===== src/rtl/axi_burst_beat_gen_pkg.sv =====
// Burst arithmetic types and helpers shared by the beat generator and its lane calculator.
package axi_burst_beat_gen_pkg;

    typedef logic [7:0] len_t;
    typedef logic [2:0] size_t;

    typedef enum logic [1:0] {
        BURST_FIXED = 2'b00,
        BURST_INCR  = 2'b01,
        BURST_WRAP  = 2'b10,
        BURST_RSVD  = 2'b11
    } burst_t;

    typedef enum logic {
        S_IDLE,
        S_BURST
    } state_t;

    localparam int unsigned DESC_ADDR_W = 32;
    localparam int unsigned DESC_LANE_W = 2;

    // Descriptor view for the default 32-bit address / 32-bit data configuration.
    typedef struct packed {
        logic [DESC_ADDR_W-1:0] addr;
        logic [DESC_LANE_W-1:0] lower;
        logic [DESC_LANE_W-1:0] upper;
        len_t                   idx;
        logic                   last;
        logic                   err;
    } beat_desc_t;

    // Returns 1 when the request is illegal. Only the in-page offset of the
    // address matters for the 4 KiB crossing test.
    function automatic logic legal_ax(input logic [11:0] addr, input size_t size,
                                      input len_t len, input burst_t burst,
                                      input int unsigned strb_w);
        logic [11:0] aligned_lo;
        logic [15:0] last_off;
        logic        err;
        aligned_lo = addr & ~((12'd1 << size) - 12'd1);
        last_off   = {4'b0, aligned_lo} + (16'(len) << size);
        err        = 1'b0;
        if (burst == BURST_RSVD) err = 1'b1;
        if (burst == BURST_WRAP && !(len == 8'd1 || len == 8'd3 || len == 8'd7 || len == 8'd15))
            err = 1'b1;
        if ((32'd1 << size) > strb_w) err = 1'b1;
        if (burst == BURST_INCR && last_off[15:12] != 4'd0) err = 1'b1;
        return err;
    endfunction

endpackage


===== src/rtl/axi_burst_beat_gen_lane_calc.sv =====
// Combinational beat address and byte-lane window for one beat of a registered request.
module axi_beat_lane_calc
    import axi_burst_beat_gen_pkg::*;
#(
    parameter int ADDR_WIDTH = 32,
    parameter int DATA_WIDTH = 32,
    localparam int STRB_W = DATA_WIDTH / 8,
    localparam int LANE_W = $clog2(STRB_W)
) (
    input  logic [ADDR_WIDTH-1:0] ax_addr,
    input  len_t                  ax_len,
    input  size_t                 ax_size,
    input  burst_t                ax_burst,
    input  len_t                  idx,
    output logic [ADDR_WIDTH-1:0] addr,
    output logic [LANE_W-1:0]     lower,
    output logic [LANE_W-1:0]     upper
);
    localparam int AW1 = ADDR_WIDTH + 1;

    // One spare bit so the wrap upper bound cannot overflow at the top of memory.
    logic [AW1-1:0] bytes, aligned, incr, wrap_sz, wrap_lo;

    always_comb begin
        bytes   = AW1'(1) << ax_size;
        aligned = {1'b0, ax_addr} & ~(bytes - AW1'(1));
        incr    = aligned + (AW1'(idx) << ax_size);
        wrap_sz = (AW1'(ax_len) + AW1'(1)) << ax_size;
        wrap_lo = {1'b0, ax_addr} & ~(wrap_sz - AW1'(1));
        addr    = ax_addr;
        if (idx != 8'd0 && ax_burst != BURST_FIXED) begin
            if (ax_burst == BURST_WRAP && incr >= wrap_lo + wrap_sz)
                addr = ADDR_WIDTH'(incr - wrap_sz);
            else
                addr = ADDR_WIDTH'(incr);
        end
        lower = addr[LANE_W-1:0];
        upper = ((idx == 8'd0) ? aligned[LANE_W-1:0] : lower) + LANE_W'(bytes - AW1'(1));
    end

endmodule


===== src/rtl/axi_burst_beat_gen.sv =====
// Expands one accepted AXI address request into a stream of per-beat descriptors.
module axi_burst_beat_gen
    import axi_burst_beat_gen_pkg::*;
#(
    parameter int ADDR_WIDTH = 32,
    parameter int DATA_WIDTH = 32,
    localparam int STRB_W = DATA_WIDTH / 8,
    localparam int LANE_W = $clog2(STRB_W)
) (
    input  logic                  clk_i,
    input  logic                  rst_ni,
    input  logic [ADDR_WIDTH-1:0] ax_addr_i,
    input  logic [7:0]            ax_len_i,
    input  logic [2:0]            ax_size_i,
    input  logic [1:0]            ax_burst_i,
    input  logic                  ax_valid_i,
    output logic                  ax_ready_o,
    output logic [ADDR_WIDTH-1:0] beat_addr_o,
    output logic [LANE_W-1:0]     beat_lower_o,
    output logic [LANE_W-1:0]     beat_upper_o,
    output logic [7:0]            beat_idx_o,
    output logic                  beat_last_o,
    output logic                  beat_err_o,
    output logic                  beat_valid_o,
    input  logic                  beat_ready_i,
    output logic                  busy_o
);
    state_t                state, state_nxt;
    logic [ADDR_WIDTH-1:0] r_addr;
    len_t                  r_len, cnt;
    size_t                 r_size;
    burst_t                r_burst;
    logic                  r_err;

    logic                  in_burst, last, beat_hs, ax_rdy, accept, req_err;
    logic [ADDR_WIDTH-1:0] calc_addr;
    logic [LANE_W-1:0]     calc_lower, calc_upper;

    assign in_burst = (state == S_BURST);
    assign last     = in_burst && (cnt == r_len);
    assign beat_hs  = in_burst && beat_ready_i;
    assign accept   = ax_valid_i && ax_ready_o;
    assign req_err  = legal_ax(ax_addr_i[11:0], ax_size_i, ax_len_i, burst_t'(ax_burst_i), STRB_W);

    always_ff @(posedge clk_i) begin
        if (!rst_ni) state <= S_IDLE;
        else         state <= state_nxt;
    end

    always_comb begin
        state_nxt = state;
        ax_rdy    = 1'b0;
        case (state)
            S_IDLE: begin
                ax_rdy = 1'b1;
                if (ax_valid_i) state_nxt = S_BURST;
            end
            S_BURST: begin
                // Last-beat handshake frees the slot for a back-to-back request.
                if (beat_hs && last) begin
                    ax_rdy    = 1'b1;
                    state_nxt = ax_valid_i ? S_BURST : S_IDLE;
                end
            end
            default: state_nxt = S_IDLE;
        endcase
    end

    always_ff @(posedge clk_i) begin
        if (!rst_ni) begin
            r_addr  <= '0;
            r_len   <= '0;
            r_size  <= '0;
            r_burst <= BURST_FIXED;
            r_err   <= 1'b0;
            cnt     <= '0;
        end else if (accept) begin
            r_addr  <= ax_addr_i;
            r_len   <= ax_len_i;
            r_size  <= ax_size_i;
            // Illegal requests still walk len+1 beats with plain INCR arithmetic.
            r_burst <= req_err ? BURST_INCR : burst_t'(ax_burst_i);
            r_err   <= req_err;
            cnt     <= '0;
        end else if (beat_hs) begin
            cnt <= cnt + 8'd1;
        end
    end

    axi_beat_lane_calc #(
        .ADDR_WIDTH(ADDR_WIDTH),
        .DATA_WIDTH(DATA_WIDTH)
    ) u_calc (
        .ax_addr (r_addr),
        .ax_len  (r_len),
        .ax_size (r_size),
        .ax_burst(r_burst),
        .idx     (cnt),
        .addr    (calc_addr),
        .lower   (calc_lower),
        .upper   (calc_upper)
    );

    assign ax_ready_o   = rst_ni && ax_rdy;
    assign beat_valid_o = rst_ni && in_burst;
    assign busy_o       = rst_ni && in_burst;
    assign beat_addr_o  = in_burst ? calc_addr  : '0;
    assign beat_lower_o = in_burst ? calc_lower : '0;
    assign beat_upper_o = in_burst ? calc_upper : '0;
    assign beat_idx_o   = in_burst ? cnt        : '0;
    assign beat_last_o  = last;
    assign beat_err_o   = in_burst && r_err;

endmodule


===== config.mk =====
export PLATFORM = sky130hd
export DESIGN_NAME = axi_burst_beat_gen
export DESIGN_NICKNAME = d
export VERILOG_FILES = /design/src/rtl/axi_burst_beat_gen_pkg.sv /design/src/rtl/axi_burst_beat_gen_lane_calc.sv /design/src/rtl/axi_burst_beat_gen.sv
export SDC_FILE = /design/constraint.sdc
export NUM_CORES = 1
export LEC_CHECK = 0
export ABC_AREA = 1
export CAP_MARGIN = 0
export CORE_ASPECT_RATIO = 0.7
export CORE_MARGIN = 1
export CORE_UTILIZATION = 30
export DETAILED_ROUTE_END_ITERATION = 6
export PLACE_DENSITY = 0.51
export REMOVE_ABC_BUFFERS = 1
export SYNTH_ARGS = -nofsm -noshare
export SYNTH_HDL_FRONTEND = slang
export SYNTH_SLANG_ARGS = --single-unit
export TNS_END_PERCENT = 5

===== constraint.sdc =====
create_clock -name clk_i -period 9 [get_ports clk_i]
set_input_delay 1.35 -clock clk_i [delete_from_list [all_inputs] [get_ports clk_i]]
set_output_delay 1.35 -clock clk_i [all_outputs]
set_load 0.01 [all_outputs]

==> metrics.csv <==
stage;metric;value;unit
cells_and_area;final_cell_mix;nand2_1, inv_1, nor2_1;
placement;io_buffers;97;
die;dieArea;36090;sq um
timing;worst_pin_slew;0.9498;ns
die;num_io_pins;98;
timing;setup_viol;0;
clock_tree;cts_resized;0;
timing;final.setup_skew;0.02208;ns
timing;relSlewSlack;0.3615;
cells_and_area;fillers;3947;
timing;fin_crit_sh;0.9431;
cells_and_area;fin_cells;2422;
detailed_routing;via_count;12914;
clock_tree;cts_root_buffer;clkbuf_16;
synth;seq_area_frac_synth;0.1039;
worst_setup_path;critPathSlowestCell;clkdlybuf4s50_1;
synth;async_reset_ff_frac;0;
detailed_routing;drt-total-wl;49990;um
timing;finalHoldViolCount;0;
synth;synth_edf_count;0;
synth;synthFlopType;dfxtp_1;
clock_tree;cts_tree;built;
outcome;status;finished clean;
cells_and_area;utilization;0.3553;
pwr;power_density;112.6;nW/um^2
synth;synth_fa_ha_area_frac;0.1077;
timing;fin_setup_tns;0;ns
placement;pre_cts_slack;0.6720;ns
clock_tree;cts.clk_slew.worst_paths;0.08;ns
synth;syn-cell-area;10600;sq um
cells_and_area;nNetsFinal;2088;
timing;slew_viol_final;0;
detailed_routing;drt_iter0_drc;1419;
synth;syn_area_per_cell;5.667;sq um
synth;netlist_instances;1870;
synth;synth_top_family_by_area;simple AND/OR/NAND/NOR gates;
worst_setup_path;start_kind;register;
die;start_util;0.3051;
worst_setup_path;crit_type;register to output pin;
grt;grt_use_total;0.2784;
grt;grt_max_degree;40;
worst_setup_path;slowest_delay;0.56;ns
cells_and_area;area_delta_synth_final;16.43;%
synth;synth-compound-area-share;0.1678;
worst_setup_path;cp.required;7.65;ns
grt;grt_pass1_wl;75340;um
placement;dp_hpwl;42450;um
timing;rsz0062_at_grt;false;
die;core-area;34730;sq um
worst_setup_path;crit_path_max_fanout;17;
synth;yosysWarnings;0;
synth;synthMuxAreaShare;0.004723;
detailed_routing;final_antenna_net_count;0;
clock_tree;post_cts.repair.setup_buffers;0;
die;rows;57;
synth;synth-simple-area-share;0.4483;
placement;place_congestion;1.069;
worst_setup_path;crit_path_end_kind;output pin;
detailed_routing;viasPerCell;5.332;
worst_setup_path;arrival;7.14;ns
clock_tree;hold_buffers;0;
job;drv_cap;0;
timing;fin_ws;0.5124;ns
placement;dp_cells;2414;
grt;grt_pass1_vias;11966;
synth;synth.distinct_cells;56;
clock_tree;numCtsBuffers;5;
cells_and_area;drive_above_1_share;0.1000;
clock_tree;clock_path_buffers;2;
pwr;finalPower;0.001389;W
cells_and_area;layout_commonest_cell;nand2_1;
grt;overflow;0;
detailed_routing;route.detailed.drc;0;
worst_setup_path;crit_top_cell;nand2_1;
hold_path;hp-class;register to register;
synth;synth_xor_area_frac;0.04758;
cells_and_area;n_antenna_cell;0;
detailed_routing;avgRoutedWirePerCell;20.64;um
pwr;vdd_drop_max;80.45;uV
grt;antenna_found_initial;0;
synth;synth-seq-cells;55;
pwr;power.leakage;5.946;nW
detailed_routing;drt_pass1_iterations;6;
clock_tree;clock_sinks;55;
timing;fmax;0.1178;GHz
timing;period_minus_slack;8.488;ns
clock_tree;clkLatencyLatePin;0.33;ns
die;die_w;226.6;um
clock_tree;htreeDepth;2;
die;die_y;159.3;um
==> path summary, 6_finish.rpt <==
| path | start | to | slack (ns) | cells after the start |
|---|---|---|---|---|
| min | cnt[5] | cnt[5] | 0.54 | 2 |
| max reg2reg | in_burst | r_size[0] | 5.50 | 11 |
| max | r_size[0] | beat_addr_o[8] | 0.51 | 32 |
| min reg2reg | cnt[5] | cnt[5] | 0.54 | 2 |
==> registers in the layout, indices dropped and copies added (netlist names) <==
signal    count
r_size        3
in_burst      1
r_len         8
r_addr       32
r_burst       2
r_err         1
cnt           8
==> cell usage after synthesis, drive strengths merged, types with 13 or more instances <==
cell type,number,share of area
nand2,537,0.20
inv,257,0.091
nor2,208,0.087
nand3,169,0.094
o21ai,141,0.067
a21oi,119,0.056
ha,88,0.10
dfxtp,55,0.10
nand4,48,0.028
xor2,42,0.037
clkbuf,30,0.011
nor3,29,0.016
buf,26,0.016
o22ai,25,0.015
xnor2,13,0.011
==> cell type report <==
type | count | area, sq um | share of cell area
Tap cell | 472 | 590.6 | 0.04786
Timing Repair Buffer | 128 | 1227 | 0.09947
Clock inverter | 2 | 16.27 | 0.001318
Sequential cell | 55 | 1106 | 0.08964
Inverter | 262 | 992.2 | 0.08041
Clock buffer | 6 | 138.9 | 0.01126
Multi-Input combinational cell | 1497 | 8268 | 0.6700
==> critical path: cells and delay by family (launching register included) <==
family          cells  cell delay (ns)
simple gates       19             2.46
compound gates      4             1.27
flops               1             0.37
fa+ha+maj           3             0.85
xor+xnor            1             0.36
buf+inv             5             1.47
==> where the power goes <==
part	leakage (nW)	total, W	internal (W)	switching [W]
clock	0.0731	0.000230	0.000112	0.000118
sequential	0.453	0.000293	0.000260	0.0000328
combinational	5.42	0.000867	0.000277	0.000590
total	5.95	0.00139	0.000649	0.000740
==> logic make-up (layout without fill, tap and decap cells) <==
logic type	Yosys count	in the layout
simple gates	1022	1022
mux	5	5
xor+xnor	55	55
fa+ha+maj	90	90
compound gates	325	325
buf+inv	318	398
flops	55	55
==> stage by stage <==
stage / hold slack [ns] / cell area [sq um]
6_report: 0.5405 / 12340
2_1_floorplan: 0.4683 / 10310
3_5_place_dp: 0.5137 / 12140
5_1_grt: 0.5735 / 12340
4_1_cts: 0.5282 / 12290
3_3_place_gp: 0.5189 / 12140
==> per-layer routing <==
metal / part of all wire / track usage / vias to the layer above
li1: - / - / 6307
met2: 0.35 / 0.3420 / 520
met3: 0.11 / 0.06643 / 21
met1: 0.54 / 0.4705 / 6066
met5: 0 / 0 / -
met4: 0.0082 / 0.03194 / 0
Note: power is estimated with default switching activity, not from simulation.
